$ cat config.mk
export PLATFORM = sky130hd
export DESIGN_NAME = ogfx_if_lt24_refresh
export DESIGN_NICKNAME = d
export VERILOG_FILES = /design/src/rtl/ogfx_if_lt24_refresh.sv
export SDC_FILE = /design/constraint.sdc
export NUM_CORES = 1
export LEC_CHECK = 0
export ABC_CLOCK_PERIOD_IN_PS = 4810
export CORE_UTILIZATION = 45
export DETAILED_ROUTE_END_ITERATION = 10
export HOLD_SLACK_MARGIN = 0.1
export PLACE_DENSITY = 0.64
export SETUP_SLACK_MARGIN = 0.3
export SLEW_MARGIN = 10
export SYNTH_ARGS = -nofsm -noshare
export SYNTH_HDL_FRONTEND = slang
export SYNTH_SLANG_ARGS = --single-unit
$ cat constraint.sdc
create_clock -name mclk -period 4.81 [get_ports mclk]
set_input_delay 0.962 -clock mclk [delete_from_list [all_inputs] [get_ports mclk]]
set_output_delay 0.962 -clock mclk [all_outputs]
set_load 0.01 [all_outputs]
$ cat src/rtl/ogfx_if_lt24_refresh.sv
// LT24 refresh engine: streams backend pixels onto a 16-bit 8080 write bus,
// prefixed by a RAM-write command, with a one-deep prefetch buffer.
module ogfx_if_lt24_refresh #(
  parameter int          SPIX_W    = 17,
  parameter int          WR_CYCLES = 2,
  parameter logic [15:0] CMD_RAMWR = 16'h2C
) (
  input  logic              mclk,
  input  logic              puc_rst_n,
  input  logic              refresh_start_i,
  input  logic              refresh_abort_i,
  input  logic [SPIX_W-1:0] display_size_i,
  input  logic [15:0]       refresh_data_i,
  input  logic              refresh_data_ready_i,
  output logic              refresh_active_o,
  output logic              refresh_data_request_o,
  output logic              refresh_done_o,
  output logic              lcd_cs_n_o,
  output logic              lcd_rs_o,
  output logic              lcd_wr_n_o,
  output logic [15:0]       lcd_d_o
);

  localparam int CW = (WR_CYCLES > 1) ? $clog2(WR_CYCLES) : 1;
  localparam logic [CW-1:0] WLAST = CW'(WR_CYCLES - 1);

  localparam logic [2:0] S_IDLE     = 3'd0;
  localparam logic [2:0] S_CMD_LO   = 3'd1;
  localparam logic [2:0] S_CMD_HI   = 3'd2;
  localparam logic [2:0] S_PIX_WAIT = 3'd3;
  localparam logic [2:0] S_PIX_LO   = 3'd4;
  localparam logic [2:0] S_PIX_HI   = 3'd5;
  localparam logic [2:0] S_DONE     = 3'd6;

  logic [2:0]        state;
  logic [CW-1:0]     wcnt;
  logic [SPIX_W-1:0] size_q;
  logic [SPIX_W-1:0] req_cnt;
  logic [SPIX_W-1:0] pix_cnt;
  logic [SPIX_W-1:0] pix_nxt;
  logic              buf_vld;
  logic [15:0]       buf_d;
  logic              pend;

  logic active;
  logic phase_end;
  logic last;
  logic start_ok;
  logic abort_hit;
  logic req;
  logic load;
  logic take;

  assign active    = (state == S_CMD_LO)   || (state == S_CMD_HI) ||
                     (state == S_PIX_WAIT) || (state == S_PIX_LO) ||
                     (state == S_PIX_HI);
  assign phase_end = (wcnt == WLAST);
  assign pix_nxt   = pix_cnt + 1'b1;
  assign last      = (pix_nxt == size_q);
  assign start_ok  = (state == S_IDLE) & refresh_start_i & ~refresh_abort_i;
  assign abort_hit = refresh_abort_i & (state != S_IDLE);

  // A load always finds the buffer empty, so load/take never collide.
  assign load = refresh_data_ready_i & pend;
  assign req  = active & ~refresh_abort_i & ~buf_vld & ~pend &
                (req_cnt < size_q);
  assign take = buf_vld &
                ((state == S_PIX_WAIT) ||
                 ((state == S_PIX_HI) & phase_end & ~last));

  always_ff @(posedge mclk or negedge puc_rst_n) begin
    if (!puc_rst_n) begin
      state   <= S_IDLE;
      wcnt    <= '0;
      size_q  <= '0;
      pix_cnt <= '0;
      lcd_d_o <= '0;
    end else if (abort_hit) begin
      state <= S_IDLE;
      wcnt  <= '0;
    end else begin
      case (state)
        S_IDLE: begin
          if (start_ok) begin
            if (display_size_i != '0) begin
              state   <= S_CMD_LO;
              size_q  <= display_size_i;
              pix_cnt <= '0;
              wcnt    <= '0;
              lcd_d_o <= CMD_RAMWR;
            end else begin
              state <= S_DONE;
            end
          end
        end
        S_CMD_LO: begin
          if (phase_end) begin
            state <= S_CMD_HI;
            wcnt  <= '0;
          end else begin
            wcnt <= wcnt + 1'b1;
          end
        end
        S_CMD_HI: begin
          if (phase_end) begin
            state <= S_PIX_WAIT;
            wcnt  <= '0;
          end else begin
            wcnt <= wcnt + 1'b1;
          end
        end
        S_PIX_WAIT: begin
          if (buf_vld) begin
            state   <= S_PIX_LO;
            lcd_d_o <= buf_d;
            wcnt    <= '0;
          end
        end
        S_PIX_LO: begin
          if (phase_end) begin
            state <= S_PIX_HI;
            wcnt  <= '0;
          end else begin
            wcnt <= wcnt + 1'b1;
          end
        end
        S_PIX_HI: begin
          if (phase_end) begin
            wcnt    <= '0;
            pix_cnt <= pix_nxt;
            // Skip PIX_WAIT when the next pixel is already buffered.
            if (last) begin
              state <= S_DONE;
            end else if (buf_vld) begin
              state   <= S_PIX_LO;
              lcd_d_o <= buf_d;
            end else begin
              state <= S_PIX_WAIT;
            end
          end else begin
            wcnt <= wcnt + 1'b1;
          end
        end
        S_DONE:  state <= S_IDLE;
        default: state <= S_IDLE;
      endcase
    end
  end

  always_ff @(posedge mclk or negedge puc_rst_n) begin
    if (!puc_rst_n) begin
      buf_vld <= 1'b0;
      buf_d   <= '0;
      pend    <= 1'b0;
      req_cnt <= '0;
    end else if (abort_hit) begin
      buf_vld <= 1'b0;
      pend    <= 1'b0;
    end else if (start_ok) begin
      buf_vld <= 1'b0;
      pend    <= 1'b0;
      req_cnt <= '0;
    end else begin
      if (req) begin
        pend    <= 1'b1;
        req_cnt <= req_cnt + 1'b1;
      end
      if (load) begin
        pend    <= 1'b0;
        buf_vld <= 1'b1;
        buf_d   <= refresh_data_i;
      end
      if (take) begin
        buf_vld <= 1'b0;
      end
    end
  end

  assign refresh_active_o       = active;
  assign refresh_data_request_o = req;
  assign refresh_done_o         = (state == S_DONE);
  assign lcd_cs_n_o             = ~active;
  assign lcd_rs_o               = ~((state == S_CMD_LO) ||
                                    (state == S_CMD_HI));
  assign lcd_wr_n_o             = ~((state == S_CMD_LO) ||
                                    (state == S_PIX_LO));

endmodule

Word-level counts from Yosys, hierarchy flattened
Index checks and enable logic that the tools add are counted.
{"block": "word_totals", "word_cells": 111, "ramBits": 0, "latch_bits": 0, "in_bits": 38, "ff_bits": 89, "output_inout_bits": 22, "rom_bits": 0, "memories": 0}
{"block": "classes", "n_div": 0, "eq_ne": 18, "order_cmp": 1, "n_mux": 37, "reduce_logical": 23, "bitwise_logic": 20, "multipliers": 0, "add_sub_neg": 3, "n_shift": 0}
{"op": "17-bit two-way mux", "count": 5}
{"op": "16-bit two-way mux", "count": 5}
{"op": "16-bit one-hot mux with 3 select lines", "count": 1}
{"op": "17-bit by 1-bit adder with 17-bit output (second input constant)", "count": 2}
{"op": "17-bit one-hot mux with 2 select lines", "count": 1}
{"op": "3-bit two-way mux", "count": 10}
{"op": "3-bit != test (second input constant)", "count": 6}
{"op": "3-bit one-hot mux with 6 select lines", "count": 1}
{"op": "17-bit == test", "count": 1}
{"op": "17-bit < comparator", "count": 1}
{"op": "17-bit nonzero test", "count": 1}
{"op": "1-bit two-way mux", "count": 13}
{"op": "6-bit AND reduction", "count": 2}
{"op": "4-bit nonzero test", "count": 3}
{"op": "1-bit bitwise AND", "count": 11}
{"op": "3-bit == test (second input constant)", "count": 3}
{"op": "1-bit NOT", "count": 9}
{"op": "4-bit AND reduction", "count": 2}
{"op": "3-bit by 2-bit == test with 1-bit output (second input constant)", "count": 2}
{"op": "1-bit logical OR", "count": 6}
{"op": "2-bit != test (second input constant)", "count": 3}
{"op": "3-bit nonzero test", "count": 2}
{"op": "5-bit AND reduction", "count": 1}
{"op": "2-bit nonzero test", "count": 2}
{"op": "9 further kinds", "count": 9}

Depth between registers and ports, before layout
{"block": "depth", "word_depth": 13, "ltp_mapped": 11, "ltp_nobuf": 10}

Worst setup path before layout
Ideal clock, no wire load.
{"block": "synth_path", "path_kind": "input-to-output", "from": "input port refresh_abort_i", "to": "output port refresh_data_request_o", "t_required_ns": 3.848, "t_arrival_ns": 2.035, "cell_stages": 6, "path_buffers": 2, "setup_slack_ns": 1.813, "cell_sequence": "clkbuf_1 > nor4_1 > o2111ai_1 > a21o_1 > clkbuf_1 > inv_1"}
{"block": "synth_between", "elab_chain_cells": 5}
{"element": "from (decl)", "line": "11", "text": "input logic refresh_abort_i,"}
{"element": "1-bit NOT", "line": "65", "text": "assign req = active & ~refresh_abort_i & ~buf_vld & ~pend &"}
{"element": "1-bit bitwise AND (4 in series)", "line": "65"}
{"element": "to (decl)", "line": "16", "text": "output logic refresh_data_request_o,"}
No other way between the ends.

Worst setup path in the final report
Ends and elaborated chain as after synthesis.

==> impl_metrics.env <==
export IMPL_worstHoldPathType="reg2reg"
export IMPL_wl_mm=12.4
export IMPL_setup_slack_ps=921
export IMPL_syn_num_nets=618
export IMPL_clkTransAtPathRegs_ps=60
export IMPL_numPortBuffers=59
export IMPL_cp_num_buf_inv=3
export IMPL_synth_edf_count=0
export IMPL_power_switching_mw=1.01
export IMPL_clock_fmax_ghz=0.257
export IMPL_via_count=4265
export IMPL_seq_power_share=0.409
export IMPL_worstSetupPathType="in2out"
export IMPL_finalSetupViolations=0
export IMPL_synthArstFlopShare=1.00
export IMPL_grt_max_degree=53
export IMPL_synth_warnings=0
export IMPL_final_cells=751
export IMPL_die_area_sq_um=11900
export IMPL_p_comb_frac=0.334
export IMPL_die_w_microns=109
export IMPL_dieHeight_microns=109
export IMPL_drtAntennaViolNets=0
export IMPL_cts_root_buf="clkbuf_16"
export IMPL_dp_hpwl_mm=8.69
export IMPL_nFillCells=1010
export IMPL_min_delay_start="buf_d[3]"
export IMPL_cts_buffer_depth=2
export IMPL_gp_congestion=0.833
export IMPL_multiInputGateArea_sq_um=2640
export IMPL_power_leakage_nw=2.68
export IMPL_place_ws_ps=921
export IMPL_final_common_cell="dfrtp_1"
export IMPL_start_kind="input port"
export IMPL_grt_overflow=0
export IMPL_peakVddDrop_uv=255
export IMPL_track_usage=0.229
export IMPL_start_util=0.468
export IMPL_ys_seq_area_frac=0.431
export IMPL_tightest_slew_ps=1130
export IMPL_synthToLayoutAreaGrowth_pct=18.4
export IMPL_cpMaxStageDelayCell="clkdlybuf4s50_1"
export IMPL_worstSkewPairLatency_ps=350
export IMPL_holdWs_ps=494
export IMPL_p_sw_frac=0.356
export IMPL_slew_viol_final=0
export IMPL_drc=0
export IMPL_cap_viol_max_count=0
export IMPL_crit_family="buffers and inverters"
export IMPL_yosysTopAreaCell="dfrtp_1"
export IMPL_fin_crit_sh=0.809
export IMPL_numCtsBuffers=9
export IMPL_diodes=0
export IMPL_io_pins=60
export IMPL_numClockSinks=89
export IMPL_reg2reg_from="pix_cnt[0]"
export IMPL_routedWlPerCell_microns=16.5
export IMPL_whs_endpoint="lcd_d_o[3]"
export IMPL_synth_avg_cell_area_sq_um=9.19
export IMPL_rsz0062_at_grt="no"
export IMPL_netlist_instances=562
export IMPL_syn_cell_area_sq_um=5160
export IMPL_hold_viol=0
export IMPL_tns_ps=0
export IMPL_htree_levels=3
export IMPL_ys_top_cells_by_area="dfrtp_1, nand2_1, o21ai_0"
export IMPL_ctsResizeCount=0
export IMPL_ys_types=58
export IMPL_routed_via_density=5.68
export IMPL_grt_antenna_before_repair=0
export IMPL_p_int_mw=1.82
export IMPL_synthFlopType="dfrtp_1"
export IMPL_grt_pass1_vias=4237
export IMPL_r2r_cells=9
export IMPL_reg2reg_slack_ps=1160
export IMPL_layout_drive_gt1_share=0.0769
export IMPL_min_delay_path_depth=1
export IMPL_slew_headroom=0.242
export IMPL_finClkSkew_ps=8.25
export IMPL_regArea_sq_um=2230
export IMPL_grt_first_pass_wirelength_mm=20.8
export IMPL_final_cell_mix="dfrtp_1, nand2_1, clkdlybuf4s50_1, o21ai_0, inv_1"
export IMPL_rows=38
export IMPL_layout_min_cycle_time_ps=3890
export IMPL_firstDrtPassIters=4
export IMPL_status="completed"
export IMPL_cts_tree="done"
export IMPL_cp_data_arrival_time_ps=2930
export IMPL_dpl_cell_count=735
export IMPL_required_ps=3850
export IMPL_r2r_end="lcd_d_o[3]"
export IMPL_endpoint_kind="output pin"
export IMPL_path_max_fanout=8
export IMPL_drt_iter0_markers=169
export IMPL_clkPwrFrac=0.257
export IMPL_finalNetCount=662
export IMPL_fp_coreArea_sq_um=11000
export IMPL_cts_hold_buf=0
export IMPL_p_per_area_nw_per_um2=463
export IMPL_cpPeakStageDelay_ps=540
export IMPL_ys_ff_latch=89
export IMPL_cp_common_cell="clkdlybuf4s50_1"
export IMPL_synth_top_area_frac=0.431
export IMPL_post_cts_setup_buffers=0
export IMPL_crit_chain="clkdlybuf4s50_1 > nor4_1 > o2111ai_1 > a21o_1 > inv_1 > clkdlybuf4s50_1"
[cells by family (layout without fill, tap and decap cells)]
kind of cell | after synthesis | in the layout | share of synthesized area
AND/OR/NAND/NOR | 193 | 193 | 0.194
AO/OA/AOI/OAI | 130 | 130 | 0.155
flip-flops | 89 | 89 | 0.431
buffers and inverters | 71 | 120 | 0.0584
multiplexers | 39 | 39 | 0.0807
XOR/XNOR | 22 | 22 | 0.0373
adder cells (fa/ha/maj) | 18 | 18 | 0.0436
[worst register-to-register path, cell delays in order, from the launching register on]
cell	delay (ps)
dfrtp_1	510
ha_1	290
nand3_2	240
nor2_1	270
o2111ai_1	150
and3_1	200
a2111oi_1	580
a21boi_1	150
a221o_1	660
mux2_1	470
[registers in the layout (all words and copies together), names as in the netlist]
register / flops
req_cnt: 17
phase_end: 1
lcd_d_o: 16
pend: 1
pix_cnt: 17
size_q: 17
state: 3
buf_d: 16
buf_vld: 1
[cell type report]
cell class                 instances  share of cell area
clock buffer                      10              0.0374
sequential                        89               0.364
tap                              140              0.0286
multi-input combinational        402               0.431
timing repair buffer              63               0.101
clock inverter                     6              0.0125
inverter                          41              0.0252
[Yosys cell counts, drive strengths merged, types with 3 or more instances]
cell	count
a21oi	27
or4	7
ha	18
nand2b	8
nand2	75
xnor2	16
nand4	10
buf	9
nand3	15
o21ai	53
clkbuf	21
nor2b	6
inv	41
or3	9
o31ai	14
a21o	8
xor2	6
dfrtp	89
nor3	10
nor2	23
mux2	21
and2	3
mux2i	18
and3	11
a31oi	6
nor4	8
[power groups by stage]
stage	registers (mW)	clock network, mW	logic, mW
detailed placement	1.17	0	0.940
global route	1.19	0.769	1.06
global placement	1.16	0	0.910
floorplan	1.08	0	0.667
finish	1.16	0.728	0.945
CTS	1.16	0.745	0.949
[layer usage]
metal  GRT usage  share of wire  wire length, microns
met1       0.296           0.48                  5880
met4      0.0965          0.020                   245
met5           0              0                     0
met3      0.0526          0.056                   695
met2       0.367           0.45                  5540
[stage by stage]
step	utilization	instance area [sq um]	total power [mW]
floorplan	-	5160	1.75
global placement	0.527	5810	2.07
detailed placement	0.527	5810	2.11
CTS	0.554	6120	2.85
global route	0.554	6120	3.02
finish	0.554	6120	2.83
[how the worst max path moves through the flow]
stage                     from                      to  slack, ps  cells past startpoint
5_1_grt        refresh_abort_i  refresh_data_request_o        750                      6
2_1_floorplan  refresh_abort_i  refresh_data_request_o       1810                      6
3_5_place_dp   refresh_abort_i  refresh_data_request_o        920                      6
3_3_place_gp   refresh_abort_i  refresh_data_request_o        930                      6
6_report       refresh_abort_i  refresh_data_request_o        920                      6
4_1_cts        refresh_abort_i  refresh_data_request_o        920                      6
Power figures use the tool's default switching activity.
